[config.mk]
export PLATFORM = sky130hd
export DESIGN_NAME = job_dispatcher
export DESIGN_NICKNAME = d
export VERILOG_FILES = /design/src/rtl/dispatch_pkg.sv /design/src/rtl/op_fifo.sv /design/src/rtl/job_dispatcher.sv
export SDC_FILE = /design/constraint.sdc
export NUM_CORES = 1
export LEC_CHECK = 0
export ABC_CLOCK_PERIOD_IN_PS = 3400
export BUFFER_PORTS_ARGS = -buffer_cell sky130_fd_sc_hd__buf_2
export CAP_MARGIN = 20
export CORE_MARGIN = 2
export CORE_UTILIZATION = 40
export DETAILED_ROUTE_END_ITERATION = 12
export GPL_TIMING_DRIVEN = 1
export SLEW_MARGIN = 15
export SYNTH_ARGS = -nofsm -noshare
export SYNTH_HDL_FRONTEND = slang
export SYNTH_SLANG_ARGS = --single-unit
[constraint.sdc]
create_clock -name clk -period 3.4 [get_ports clk]
set_clock_uncertainty 0.1 [all_clocks]
set_input_delay 0.34 -clock clk [delete_from_list [all_inputs] [get_ports clk]]
set_output_delay 0.34 -clock clk [all_outputs]
set_load 0.02 [all_outputs]
[src/rtl/dispatch_pkg.sv]
// Shared types and constants for the job dispatcher.
// Operand pairs travel as {a, b}; ERR_RESULT marks a timed-out job.
package dispatch_pkg;

  localparam int DATA_W = 16;

  localparam logic [DATA_W-1:0] ERR_RESULT = 16'hFFFF;

  typedef enum logic [2:0] {
    IDLE,
    LOAD,
    START,
    WAIT,
    OUT
  } state_e;

  typedef struct packed {
    logic [DATA_W-1:0] a;
    logic [DATA_W-1:0] b;
  } op_pair_t;

endpackage

[src/rtl/op_fifo.sv]
// Operand-pair FIFO, DEPTH entries (power of two).
// Pointers carry one extra wrap bit to tell full from empty.
module op_fifo
  import dispatch_pkg::*;
#(
  parameter int DEPTH = 4,
  parameter int WIDTH = 2 * DATA_W
) (
  input  logic             clk,
  input  logic             rst_n,
  input  logic             push,
  input  logic [WIDTH-1:0] wdata,
  input  logic             pop,
  output logic [WIDTH-1:0] rdata,
  output logic             full,
  output logic             empty
);

  localparam int AW = $clog2(DEPTH);

  logic [AW:0]      wr_ptr_q, wr_ptr_d;
  logic [AW:0]      rd_ptr_q, rd_ptr_d;
  logic [WIDTH-1:0] mem_q [DEPTH];
  logic             do_push;
  logic             do_pop;

  assign empty = (wr_ptr_q == rd_ptr_q);
  assign full  = (wr_ptr_q[AW] != rd_ptr_q[AW]) &&
                 (wr_ptr_q[AW-1:0] == rd_ptr_q[AW-1:0]);

  // an empty FIFO never pops, a full one accepts only alongside a pop
  assign do_pop  = pop && !empty;
  assign do_push = push && (!full || do_pop);

  assign rdata = mem_q[rd_ptr_q[AW-1:0]];

  // pointer advance, wrapping modulo 2*DEPTH
  always_comb begin
    wr_ptr_d = wr_ptr_q;
    rd_ptr_d = rd_ptr_q;
    if (do_push) wr_ptr_d = wr_ptr_q + (AW+1)'(1);
    if (do_pop)  rd_ptr_d = rd_ptr_q + (AW+1)'(1);
  end

  // pointer registers
  always_ff @(posedge clk or negedge rst_n) begin
    if (!rst_n) begin
      wr_ptr_q <= '0;
      rd_ptr_q <= '0;
    end else begin
      wr_ptr_q <= wr_ptr_d;
      rd_ptr_q <= rd_ptr_d;
    end
  end

  // storage, contents are don't-care while empty
  always_ff @(posedge clk) begin
    if (do_push) mem_q[wr_ptr_q[AW-1:0]] <= wdata;
  end

endmodule

[src/rtl/job_dispatcher.sv]
// Feeds queued operand pairs to an accelerator, one job at a time.
// Optional done-wait timeout: define DISPATCH_TIMEOUT_EN.
module job_dispatcher
  import dispatch_pkg::*;
#(
  parameter int DEPTH   = 4,
  parameter int TIMEOUT = 255
) (
  input  logic        clk,
  input  logic        rst,
  input  logic        op_valid,
  input  logic [15:0] op_a,
  input  logic [15:0] op_b,
  output logic        op_ready,
  output logic        acc_start,
  output logic [15:0] acc_inp1,
  output logic [15:0] acc_inp2,
  input  logic        acc_done,
  input  logic [15:0] acc_out,
  output logic        res_valid,
  output logic [15:0] res_data,
  output logic        res_err,
  input  logic        res_ready
);

  state_e      state_q, state_d;
  logic [15:0] inp1_q, inp1_d;
  logic [15:0] inp2_q, inp2_d;
  logic [15:0] res_data_q, res_data_d;

  logic        fifo_push;
  logic        fifo_pop;
  logic        fifo_full;
  logic        fifo_empty;
  op_pair_t    fifo_wdata;
  op_pair_t    fifo_head;

`ifdef DISPATCH_TIMEOUT_EN
  localparam int CNT_W = (TIMEOUT > 2) ? $clog2(TIMEOUT) : 1;

  logic [CNT_W-1:0] cnt_q, cnt_d;
  logic             err_q, err_d;
`else
  // TIMEOUT has no hardware in this build
  if (TIMEOUT < 1) begin : g_no_timeout
  end
`endif

  assign op_ready   = !fifo_full;
  assign fifo_push  = op_valid && op_ready;
  assign fifo_wdata = '{a: op_a, b: op_b};

  op_fifo #(
    .DEPTH (DEPTH),
    .WIDTH (2 * DATA_W)
  ) u_fifo (
    .clk   (clk),
    .rst_n (rst),
    .push  (fifo_push),
    .wdata (fifo_wdata),
    .pop   (fifo_pop),
    .rdata (fifo_head),
    .full  (fifo_full),
    .empty (fifo_empty)
  );

  assign acc_inp1  = inp1_q;
  assign acc_inp2  = inp2_q;
  assign res_valid = (state_q == OUT);
  assign res_data  = res_data_q;

  // job sequencing; acc_done only matters in WAIT
  always_comb begin
    state_d    = state_q;
    inp1_d     = inp1_q;
    inp2_d     = inp2_q;
    res_data_d = res_data_q;
    fifo_pop   = 1'b0;
    acc_start  = 1'b0;
`ifdef DISPATCH_TIMEOUT_EN
    cnt_d      = cnt_q;
    err_d      = err_q;
`endif
    unique case (state_q)
      IDLE: begin
        if (!fifo_empty) begin
          fifo_pop = 1'b1;
          inp1_d   = fifo_head.a;
          inp2_d   = fifo_head.b;
          state_d  = LOAD;
        end
      end
      LOAD: begin
        state_d = START;
      end
      START: begin
        acc_start = 1'b1;
        state_d   = WAIT;
`ifdef DISPATCH_TIMEOUT_EN
        cnt_d     = '0;
`endif
      end
      WAIT: begin
        if (acc_done) begin
          res_data_d = acc_out;
          state_d    = OUT;
`ifdef DISPATCH_TIMEOUT_EN
          err_d      = 1'b0;
        end else if (cnt_q == CNT_W'(TIMEOUT - 1)) begin
          res_data_d = ERR_RESULT;
          err_d      = 1'b1;
          state_d    = OUT;
        end else begin
          cnt_d = cnt_q + CNT_W'(1);
`endif
        end
      end
      OUT: begin
        if (res_ready) state_d = IDLE;
      end
      default: begin
        state_d = IDLE;
      end
    endcase
  end

  // state register
  always_ff @(posedge clk or negedge rst) begin
    if (!rst) state_q <= IDLE;
    else      state_q <= state_d;
  end

  // operand and result registers
  always_ff @(posedge clk or negedge rst) begin
    if (!rst) begin
      inp1_q     <= '0;
      inp2_q     <= '0;
      res_data_q <= '0;
    end else begin
      inp1_q     <= inp1_d;
      inp2_q     <= inp2_d;
      res_data_q <= res_data_d;
    end
  end

`ifdef DISPATCH_TIMEOUT_EN
  // timeout counter and error flag
  always_ff @(posedge clk or negedge rst) begin
    if (!rst) begin
      cnt_q <= '0;
      err_q <= 1'b0;
    end else begin
      cnt_q <= cnt_d;
      err_q <= err_d;
    end
  end

  assign res_err = err_q;
`else
  assign res_err = 1'b0;
`endif

endmodule
; Yosys cells after proc, flatten, opt, wreduce, memory -nomap -nowiden
; Memory sizes are Yosys's and may differ from the RTL's. A register that Yosys moved wholly into a read port is not among the register bits.
; Index checks and enable logic that the tools add are counted.
[classes]
n_addsub = 2
eq_ne = 10
mux = 9
n_bitwise = 1
reduce_logical = 12
[op_table]
columns = operator, count
row1 = $pmux 3 s5, 1
row2 = $mux 3, 3
row3 = $add 3x1->3 const B, 2
row4 = $eq 3x2->1 const B, 2
row5 = $mux 1, 5
row6 = $logic_and 1x1->1, 4
row7 = $ne 2x2->1 const B, 2
row8 = $reduce_and 2->1, 2
row9 = $eq 3x1->1 const B, 1
row10 = $eq 3x3->1, 1
row11 = $eq 3x3->1 const B, 1
row12 = $logic_not 1->1, 3
row13 = $logic_not 3->1, 1
row14 = $reduce_and 3->1, 1
row15 = $eq 2x2->1, 1
row16 = $ne 2x1->1 const B, 1
row17 = $logic_or 1x1->1, 1
row18 = $ne 1x1->1, 1
row19 = $not 1->1, 1
[totals]
register_bits = 25
ramBits = 128
input_bits = 53
out_inout_bits = 52
word_cells = 39
memories = 1
[mem_list]
columns = memory, words, width, rd, rd_ports_with_merged_regs, write_ports, line
row1 = u_fifo.mem_q, 4, 32, 1, 1, 1, op_fifo.sv:23  ; logic [WIDTH-1:0] mem_q [DEPTH];

; Longest topological paths before layout
; Gate-level depths: netlist of the first run.
[depth]
depth_word = 8
mapped_depth = 6
ltp_nobuf = 4

; Modules after synthesis
; From an unflattened synthesis of the first run, not the netlist that was laid out.
[unflattened]
cells_unflattened = 334
area_unflattened_um2 = 7060.5
[by_module_without_submodules]
columns = module, n_inst, cells_each, area_each_um2, seq_area_each_um2
row1 = op_fifo, 1, 214, 5071.1, 3993.8
row2 = job_dispatcher, 1, 120, 1989.4, 1276.2

; Least setup slack after synthesis of the first run
; OpenSTA, ideal clock, no wires.
[synth_timing]
kind = reg-to-reg
start = register u_fifo.rd_ptr_q[1]
end = memory u_fifo.mem_q[0][0] in the netlist's numbering, enable pin
setup_time_ps = 392
t_arrival_ps = 1881
required_ps = 2908
setup_slack_ps = 1027
path_stages_with_launch = 5
path_buffers = 1
synth_period_minus_slack_ps = 2373
cell_sequence = dfrtp_1 -> buf_2 -> xor2_1 -> o31a_1 -> and2_1
[synth_between]
elab_chain_len = 8
word_cells_on_any_way = 13
cone_classes = eq/ne (2) / mux (4) / reduce/logical (7)
[synth_rtl]
columns = element, line
row1 = start: declaration, op_fifo.sv:22  ; logic [AW:0] rd_ptr_q, rd_ptr_d;
row2 = start signal: assignment, op_fifo.sv:52  ; rd_ptr_q <= rd_ptr_d;
row3 = $eq 3x3->1, op_fifo.sv:27  ; assign empty = (wr_ptr_q == rd_ptr_q);
row4 = $mux 1, job_dispatcher.sv:86  ; if (!fifo_empty) begin
row5 = $mux 1, job_dispatcher.sv:84  ; unique case (state_q)
row6 = $logic_and 1x1->1, op_fifo.sv:32  ; assign do_pop = pop && !empty;
row7 = $logic_or 1x1->1, op_fifo.sv:33  ; assign do_push = push && (!full || do_pop);
row8 = $logic_and 1x1->1 *, op_fifo.sv:33
row9 = $mux 1 *, op_fifo.sv:58  ; if (do_push) mem_q[wr_ptr_q[AW-1:0]] <= wdata;
row10 = $mux 1 (not written as such) *, op_fifo.sv:58
row11 = end: declaration, op_fifo.sv:23
; Mark *: on every way between the ends. The rest lies on a longest branch, timed or not.

; Worst setup path after layout of the first run
[layout_timing]
start = register u_fifo.wr_ptr_q[1]
end = memory u_fifo.mem_q[2][31] in the netlist's numbering, enable pin
[layout_between]
elab_chain_len = 8
word_cells_on_any_way = 13
cone_classes = eq/ne (2) / mux (4) / reduce/logical (7)
[layout_rtl]
columns = element, line
row1 = start: declaration, op_fifo.sv:21  ; logic [AW:0] wr_ptr_q, wr_ptr_d;
row2 = start signal: assignment, op_fifo.sv:51  ; wr_ptr_q <= wr_ptr_d;
row3 = $eq 3x3->1, op_fifo.sv:27
row4 = $mux 1, job_dispatcher.sv:86
row5 = $mux 1, job_dispatcher.sv:84
row6 = $logic_and 1x1->1, op_fifo.sv:32
row7 = $logic_or 1x1->1, op_fifo.sv:33
row8 = $logic_and 1x1->1, op_fifo.sv:33
row9 = $mux 1, op_fifo.sv:58
row10 = $mux 1 (not written as such), op_fifo.sv:58
; Several ways; a longest one is shown, not always the timed one.

==> results.py, run 1 <==
metrics = {
    "cells_and_area": {
        "fin_nets": 496,
        "drive_above_1_share_pct": 51.4,
        "diodes": 0,
        "layout_common_cells": "edfxtp_1, buf_2, dfrtp_1, mux4_2, mux2_4",
        "design_area_um2": 8460,
        "area_growth_pct": 19.4,
        "final_common_cell": "edfxtp_1",
        "fillers": 1445,
    },
    "logic_synthesis": {
        "synth_fp_nets": 377,
        "synth_cell_types": 32,
        "yosysTopAreaCell": "edfxtp_1",
        "synth_area_um2": 7080,
        "synth_top_area_share_pct": 54.3,
        "synth_area_leaders": "edfxtp_1, dfrtp_1, mux4_2",
        "avgSynthCellArea_um2": 22.2,
        "synth-seq-area-share_pct": 74.4,
        "syn-instance-count": 319,
        "synth_seq_cells": 185,
        "synth_warnings": 0,
    },
    "routing": {
        "first_pass_iters": 4,
        "vias": 3318,
        "routed_via_density": 4.91,
        "ant_nets": 0,
        "drtIter0Drc": 198,
        "wirelength_mm": 12.8,
        "drc": 0,
        "drt-wirelength-per-cell_um": 18.9,
    },
    "place": {
        "place_congestion": 0.677,
        "postPlaceCellArea_um2": 7860,
        "portBuffers": 103,
        "dp_hpwl_mm": 8.01,
    },
    "worst_setup_path": {
        "r2r_start": "u_fifo.wr_ptr_q[1]",
        "setup.worst_path.class": "flip-flop to flip-flop",
        "rr_worst_depth": 4,
        "rr_endpoint": "u_fifo.mem_q[2][31]",
        "r2r_slack_ps": 1020,
        "setup.worst_path.end_class": "flip-flop",
        "crit_arrival_ps": 2420,
        "cp.required_ps": 3430,
        "cp_cell_sequence": "xor2_1, o31a_1, and2_2, buf_4",
        "cp_slowest_stage_delay_ps": 630,
        "critPathMaxFanout": 22,
        "cp_slowest_cell": "and2_2",
        "crit_path_start_kind": "flip-flop",
    },
    "clocking": {
        "cts_setup_buffers": 0,
        "clock-sinks": 185,
        "hold_buffers": 2,
        "cts_resized": 0,
        "cts_tree": "done",
        "clk_pin_slew_ps": 60,
        "cts-root-buf": "clkbuf_16",
        "cts_buffers": 17,
        "ctsHtreeMaxLevel": 4,
        "clock_latency_ps": 430,
        "cts.path.max_buffers": 2,
    },
    "timing": {
        "post-route-min-period_ps": 2380,
        "post-route-period-util_pct": 70.0,
        "fmax_ghz": 0.420,
        "tightest_slew_ps": 914,
        "hold_slack_ps": 24.9,
        "slew_violations": 0,
        "hold_viol": 0,
        "setup_viol": 0,
        "tns_ps": 0,
        "rsz0062_at_grt": "false",
        "relSlewSlack_pct": 38.7,
    },
    "worst_hold_path": {
        "hold_class": "input port to flip-flop",
        "hold_depth": 1,
        "hold_start": "op_a[1]",
        "whs_endpoint": "u_fifo.mem_q[0][17]",
    },
    "die": {
        "row_count": 48,
        "io_pins": 105,
        "die-area_um2": 18800,
        "die_y_um": 137,
        "core_um2": 17300,
        "die_w_um": 137,
        "start_util_pct": 40.9,
    },
    "global_route": {
        "grt_pass1_vias": 3560,
        "antenna_found_initial": 0,
        "grt_overflow": 0,
        "grt_max_degree": 35,
        "grt_pass1_wl_mm": 19.7,
        "grt.total_usage_pct": 14.6,
    },
    "power_and_ir_drop": {
        "p_leak_nw": 3.24,
        "p_per_area_nw_per_um2": 972,
        "ir_worst_vdd_v": 0.000409,
    },
    "run": {
        "maxCapViolations": 0,
    },
    "run_status": {
        "run_status": "completed",
    },
}
[cells in the mapped netlist, drive strengths merged]
master and number:
nor4 1, nor4b 1, dfrtp 57, nand2 1
and2 3, nor2 2, conb 1, xor2 5
buf 11, or3 1, edfxtp 128, o31ai 1
xnor2 3, clkbuf 4, inv 3, nand2b 1
nor3 2, mux2 50, mux4 32, o311a 1
o32ai 1, ha 5, and3 1, o31a 2
nand4b 1, o21ai 1
[metrics by stage]
stage	utilization [%]	std cells	power (W)	setup WS (ps)
6_report	48.9	676	0.00822	1020
5_1_grt	48.9	676	0.00867	788
4_1_cts	48.9	676	0.00835	993
3_5_place_dp	45.4	642	0.00640	995
3_3_place_gp	45.4	642	0.00632	1120
2_1_floorplan	-	319	0.00562	1030
[worst max-delay path, delay by kind of cell, from the launching register on]
family                    cells  cell delay [ps]
AOI/OAI and AO/OA             1              280
xor gates and xnor gates      1              380
buffers and inverters         1              280
DFF                           1              420
and+or+nand+nor               1              630
[power breakdown]
group          switching [W]  total, W  internal (W)  leakage [nW]
sequential          0.000296   0.00347       0.00317          1.84
clock               0.000812   0.00194       0.00112         0.281
combinational        0.00145   0.00282       0.00137          1.11
[flip-flops by register name, indices dropped and copies added, names as in the netlist]
| register | count |
|---|---|
| acc_inp2 | 16 |
| res_data | 16 |
| u_fifo.rd_ptr_q | 3 |
| u_fifo.mem_q | 128 |
| u_fifo.wr_ptr_q | 3 |
| state_q | 3 |
| acc_inp1 | 16 |
[cell type report]
class	count	area (um2)	share of cell area, %
inverters	3	11.3	0.133
flip-flops and latches	185	5270	62.4
well taps	225	282	3.33
multi-input cells	116	1670	19.8
clock inverters	10	116	1.38
clock buffers	22	464	5.49
repair buffers	115	636	7.52
[layer usage]
| layer | share of wire [%] | up-vias | global-route usage, % |
|---|---|---|---|
| met5 | 0 | - | 0 |
| met4 | 1.4 | 0 | 5.56 |
| met3 | 5.6 | 15 | 4.44 |
| met2 | 49 | 87 | 23.5 |
| met1 | 44 | 1714 | 18.5 |
| li1 | - | 1502 | - |
[cells by family after synthesis]
| group | after synthesis | synth area share (%) |
|---|---|---|
| simple gates | 14 | 1.17 |
| mux | 82 | 19.7 |
| other cells | 1 | 0.0530 |
| buf+inv | 18 | 2.01 |
| xor+xnor | 8 | 1.10 |
| flops | 185 | 74.4 |
| compound gates | 6 | 0.689 |
| fa+ha+maj | 5 | 0.884 |
[worst max path at each step]
stage | cells past startpoint | endpoint | start | slack (ps)
after floorplan | 4 | u_fifo.mem_q[0][0] | u_fifo.rd_ptr_q[1] | 1030
after global placement | 4 | u_fifo.mem_q[2][13] | u_fifo.wr_ptr_q[1] | 1120
after detailed placement | 4 | u_fifo.mem_q[2][19] | u_fifo.wr_ptr_q[1] | 1000
after CTS | 4 | u_fifo.mem_q[2][31] | u_fifo.wr_ptr_q[1] | 990
after global routing | 4 | u_fifo.mem_q[2][31] | u_fifo.wr_ptr_q[1] | 790
final | 4 | u_fifo.mem_q[2][31] | u_fifo.wr_ptr_q[1] | 1020
Power figures use the tool's default switching activity.
==> run 2, diff against run 1 <==
Settings changed: ABC_CLOCK_PERIOD_IN_PS 3400 to 2400.
Clock period 3.4 ns to 2.4 ns, I/O delays scaled along.
==> run 2 against run 1 <==
Combinational power rose by 48%; cell area is 6.3% higher; sequential power increased by 42%; critical path depth unchanged; clock power increased by 36%; global-route usage rose by 0.37 points; largest cell class unchanged; maximum frequency rose by 17%; register-to-register slack worse by 650 ps; via count rose by 5.4%; highest routed layer unchanged; worst hold slack improved by 140 ps; total power increased by 43%; routed wire length grew 3.2%.
==> results.py, run 2 (same netlist as run 1, synthesis figures left out) <==
metrics = {
    "worst_setup_path": {
        "cp-endpoint": "u_fifo.mem_q[0][16]",
        "rr_worst_depth": 4,
        "critPathMaxFanout": 25,
        "setup.worst_path.end_class": "flip-flop",
        "rr_endpoint": "u_fifo.mem_q[0][16]",
        "crit_arrival_ps": 2050,
        "setup.worst_path.class": "flip-flop to flip-flop",
        "crit_path_start": "u_fifo.wr_ptr_q[1]",
        "r2r_slack_ps": 370,
        "cp.required_ps": 2420,
        "r2r_start": "u_fifo.wr_ptr_q[1]",
        "crit_path_start_kind": "flip-flop",
    },
    "power_and_ir_drop": {
        "p_total_w": 0.0117,
        "ir_worst_vdd_v": 0.000751,
        "p_per_area_nw_per_um2": 1300,
        "p_leak_nw": 3.45,
    },
    "routing": {
        "drt-wirelength-per-cell_um": 18.1,
        "first_pass_iters": 4,
        "drtIter0Drc": 153,
        "wirelength_mm": 13.2,
        "drc": 0,
        "ant_nets": 0,
        "routed_via_density": 4.80,
        "vias": 3496,
    },
    "timing": {
        "tightest_slew_ps": 527,
        "hold_slack_ps": 164,
        "setup_viol": 0,
        "post-route-min-period_ps": 2030,
        "slew_violations": 0,
        "fmax_ghz": 0.493,
        "hold_viol": 0,
        "rsz0062_at_grt": "false",
        "relSlewSlack_pct": 64.9,
        "post-route-period-util_pct": 84.5,
        "tns_ps": 0,
    },
    "clocking": {
        "ctsHtreeMaxLevel": 4,
        "cts_tree": "done",
        "clock_latency_ps": 420,
        "cts_setup_buffers": 0,
        "cts_resized": 0,
        "clk_pin_slew_ps": 60,
        "cts_buffers": 17,
        "cts.path.max_buffers": 2,
        "cts-root-buf": "clkbuf_16",
        "hold_buffers": 51,
        "clock-sinks": 185,
    },
    "cells_and_area": {
        "diodes": 0,
        "largest_reg_flops": 128,
        "final_common_cell": "edfxtp_1",
        "post-route-util_pct": 52.0,
        "area_growth_pct": 26.9,
        "drive_above_1_share_pct": 46.6,
        "fin_nets": 549,
        "layout_common_cells": "edfxtp_1, buf_2, dfrtp_1, dlygate4sd3_1, mux4_2",
    },
    "place": {
        "dp_hpwl_mm": 8.06,
        "portBuffers": 103,
        "place_congestion": 0.677,
    },
    "die": {
        "die_w_um": 137,
        "core_um2": 17300,
        "io_pins": 105,
        "die_y_um": 137,
        "start_util_pct": 40.9,
        "row_count": 48,
        "die-area_um2": 18800,
    },
    "worst_hold_path": {
        "hold_class": "input port to flip-flop",
    },
    "global_route": {
        "grt_pass1_vias": 3754,
        "grt_max_degree": 35,
        "antenna_found_initial": 0,
        "grt_pass1_wl_mm": 20.2,
        "grt.total_usage_pct": 14.9,
        "grt_overflow": 0,
    },
    "run_status": {
        "run_status": "completed",
    },
    "run": {
        "maxCapViolations": 0,
    },
}
## run 2: per-layer routing
layer  track usage, %  vias to the layer above  wire length (um)
li1                 -                     1605                 -
met1             18.8                     1809              5930
met2             24.8                       72              6600
met3             4.70                       10               533
met4             4.30                        0               121
met5                0                        -                 0
## run 2: worst max-delay path, cell delays in order (launching register included)
cell	delay, ps
dfrtp_1	430
xor2_1	350
o31a_1	270
and2_2	330
buf_12	240
## run 2: worst min path at each step
| stage | slack (ps) | depth (start not counted) | start | end |
|---|---|---|---|---|
| detailed placement | 140 | 1 | rst | acc_inp1[5] |
| global placement | 130 | 1 | rst | acc_inp1[5] |
| CTS | 140 | 3 | op_valid | u_fifo.wr_ptr_q[0] |
| global route | 190 | 3 | op_valid | u_fifo.wr_ptr_q[0] |
| floorplan | -160 | 0 | rst | acc_inp1[0] |
| finish | 160 | 3 | op_valid | u_fifo.wr_ptr_q[0] |
## run 2: cell type report
| cell class | count | area, um2 |
|---|---|---|
| Clock buffer | 21 | 440 |
| Clock inverter | 11 | 113 |
| Fill cell | 1406 | 8310 |
| Inverter | 3 | 11.3 |
| Multi-Input combinational cell | 116 | 1670 |
| Sequential cell | 185 | 5270 |
| Tap cell | 225 | 282 |
| Timing Repair Buffer | 168 | 1190 |
## run 2: power by group
part           leakage (nW)  total (W)  internal [W]  switching [W]
registers              1.84    0.00493       0.00449       0.000443
logic                  1.35    0.00416       0.00208        0.00208
clock network         0.261    0.00263       0.00145        0.00119
total                  3.45     0.0117       0.00801        0.00371
## run 2: through the flow
step	setup slack (ps)	instances	instance area, um2
finish	372	729	8990
detailed placement	364	646	7920
global route	206	729	8990
CTS	355	729	8990
global placement	407	646	7920
floorplan	26.7	319	7080
==> run 3, diff against run 2 <==
Settings changed: ABC_CLOCK_PERIOD_IN_PS 2400 to 1900.
Clock period 2.4 ns to 1.9 ns, I/O delays scaled along.
==> run 3 against run 2 <==
Maximum frequency rose by 7.9%; via count rose by 2.5%; clock power rose by 31%; worst hold slack improved by 59 ps; critical path depth rose by 1; non-clock buffer count rose by 14; final cell count rose by 2.1%; combinational power rose by 39%; setup slack got worse by 350 ps.
==> results.py, run 3 (same netlist as run 1, synthesis figures left out) <==
metrics = {
    "run_status": {
        "run_status": "completed",
    },
    "timing": {
        "hold_viol": 0,
        "tns_ps": 0,
        "tightest_slew_ps": 778,
        "post-route-min-period_ps": 1880,
        "final.setup.worst_slack_ps": 19.6,
        "fmax_ghz": 0.532,
        "post-route-period-util_pct": 99.0,
        "slew_violations": 0,
        "rsz0062_at_grt": "true",
        "relSlewSlack_pct": 48.1,
        "setup_viol": 0,
    },
    "worst_setup_path": {
        "crit_path_start_kind": "flip-flop",
        "r2r_slack_ps": 20,
        "rr_endpoint": "u_fifo.mem_q[0][12]",
        "crit_path_start": "u_fifo.rd_ptr_q[1]",
        "crit_arrival_ps": 1960,
        "rr_worst_depth": 5,
        "setup.worst_path.class": "flip-flop to flip-flop",
        "setup.worst_path.end_class": "flip-flop",
        "cp.required_ps": 1980,
        "critPathMaxFanout": 18,
        "r2r_start": "u_fifo.rd_ptr_q[1]",
    },
    "worst_hold_path": {
        "hold_start": "op_valid",
        "whs_endpoint": "u_fifo.wr_ptr_q[0]",
        "hold_depth": 4,
        "hold_class": "input port to flip-flop",
    },
    "clocking": {
        "ctsHtreeMaxLevel": 4,
        "clock-sinks": 185,
        "cts-root-buf": "clkbuf_16",
        "clk_pin_slew_ps": 60,
        "clock_latency_ps": 430,
        "cts_tree": "done",
        "cts_buffers": 17,
        "cts.path.max_buffers": 2,
    },
    "routing": {
        "vias": 3583,
        "drt-wirelength-per-cell_um": 17.9,
        "routed_via_density": 4.82,
        "wirelength_mm": 13.3,
        "first_pass_iters": 4,
        "ant_nets": 0,
        "drc": 0,
        "drtIter0Drc": 156,
    },
    "place": {
        "dp_hpwl_mm": 8.03,
        "pre_cts_ws_ps": 48.2,
        "place_congestion": 0.676,
        "dpl.cell_count": 652,
        "portBuffers": 103,
    },
    "global_route": {
        "grt_overflow": 0,
        "antenna_found_initial": 1,
        "grt.total_usage_pct": 15.0,
        "grt_pass1_vias": 3805,
        "grt_max_degree": 58,
        "grt_pass1_wl_mm": 20.3,
    },
    "cells_and_area": {
        "layout_common_cells": "edfxtp_1, buf_2, dfrtp_1, dlygate4sd3_1, mux4_2",
        "fin_nets": 563,
        "largest_reg_flops": 128,
        "area_growth_pct": 29.9,
        "instances_no_fill": 744,
        "drive_above_1_share_pct": 49.8,
        "fillers": 1399,
        "final_common_cell": "edfxtp_1",
    },
    "power_and_ir_drop": {
        "p_per_area_nw_per_um2": 1680,
        "p_total_w": 0.0154,
        "ir_worst_vdd_v": 0.000843,
        "p_leak_nw": 3.56,
    },
    "die": {
        "io_pins": 105,
        "die-area_um2": 18800,
        "die_w_um": 137,
        "die_y_um": 137,
        "start_util_pct": 40.9,
        "row_count": 48,
        "core_um2": 17300,
    },
    "run": {
        "maxCapViolations": 0,
    },
}
==> run 3: stage by stage <==
stage                     hold WS, ps  util [%]  area, um2
after floorplan                  -206         -       7090
after global placement            223      46.3       8010
after detailed placement          238      46.3       8010
after CTS                         108      52.8       9130
after global routing              225      53.2       9200
final                             223      53.2       9200
==> run 3: critical path, stage by stage, from the launching register on <==
cell and delay, ps:
dfrtp_2 430, xor2_2 190, buf_4 150, o31a_1 330
and2_2 260, buf_12 170
==> run 3: cell type report <==
class | count | area [um2] | share of cell area (%)
repair buffers | 182 | 1350 | 14.7
clock inverters | 14 | 145 | 1.58
flip-flops and latches | 185 | 5280 | 57.4
multi-input cells | 116 | 1710 | 18.5
well taps | 225 | 282 | 3.06
inverters | 3 | 11.3 | 0.122
diodes | 1 | 2.50 | 0.0272
clock buffers | 18 | 429 | 4.66
==> run 3: how the worst max path moves through the flow <==
stage | end | slack (ps) | depth (start not counted)
floorplan | u_fifo.mem_q[0][0] | -140 | 4
global placement | u_fifo.mem_q[1][11] | 70 | 4
detailed placement | u_fifo.mem_q[0][11] | 50 | 4
CTS | op_ready | 1 | 3
global route | u_fifo.mem_q[1][9] | -10 | 5
finish | u_fifo.mem_q[0][12] | 20 | 5
==> run 3: routing by layer <==
layer  part of all wire, %  vias to the layer above  global-route usage, %
met3                   4.3                       18                   4.11
met2                    51                       82                   24.5
met4                   2.0                        0                   6.82
li1                      -                     1643                      -
met1                    43                     1840                   18.7
met5                     0                        -                      0
==> run 3: timing repair <==
action / 4_1_cts / 5_1_grt
endpoints found under the setup margin: 1 / 111
resized for setup: 4 / 6
endpoints found under the hold margin: 204 / 0
buffers inserted: 3 / 6
hold buffers: 51 / 0
pin swaps: 1 / 5
==> run 3: power breakdown <==
part	switching [W]	total (W)	leakage (nW)	internal, W
clock network	0.00149	0.00344	0.279	0.00194
logic	0.00280	0.00579	1.44	0.00299
registers	0.000514	0.00619	1.84	0.00567
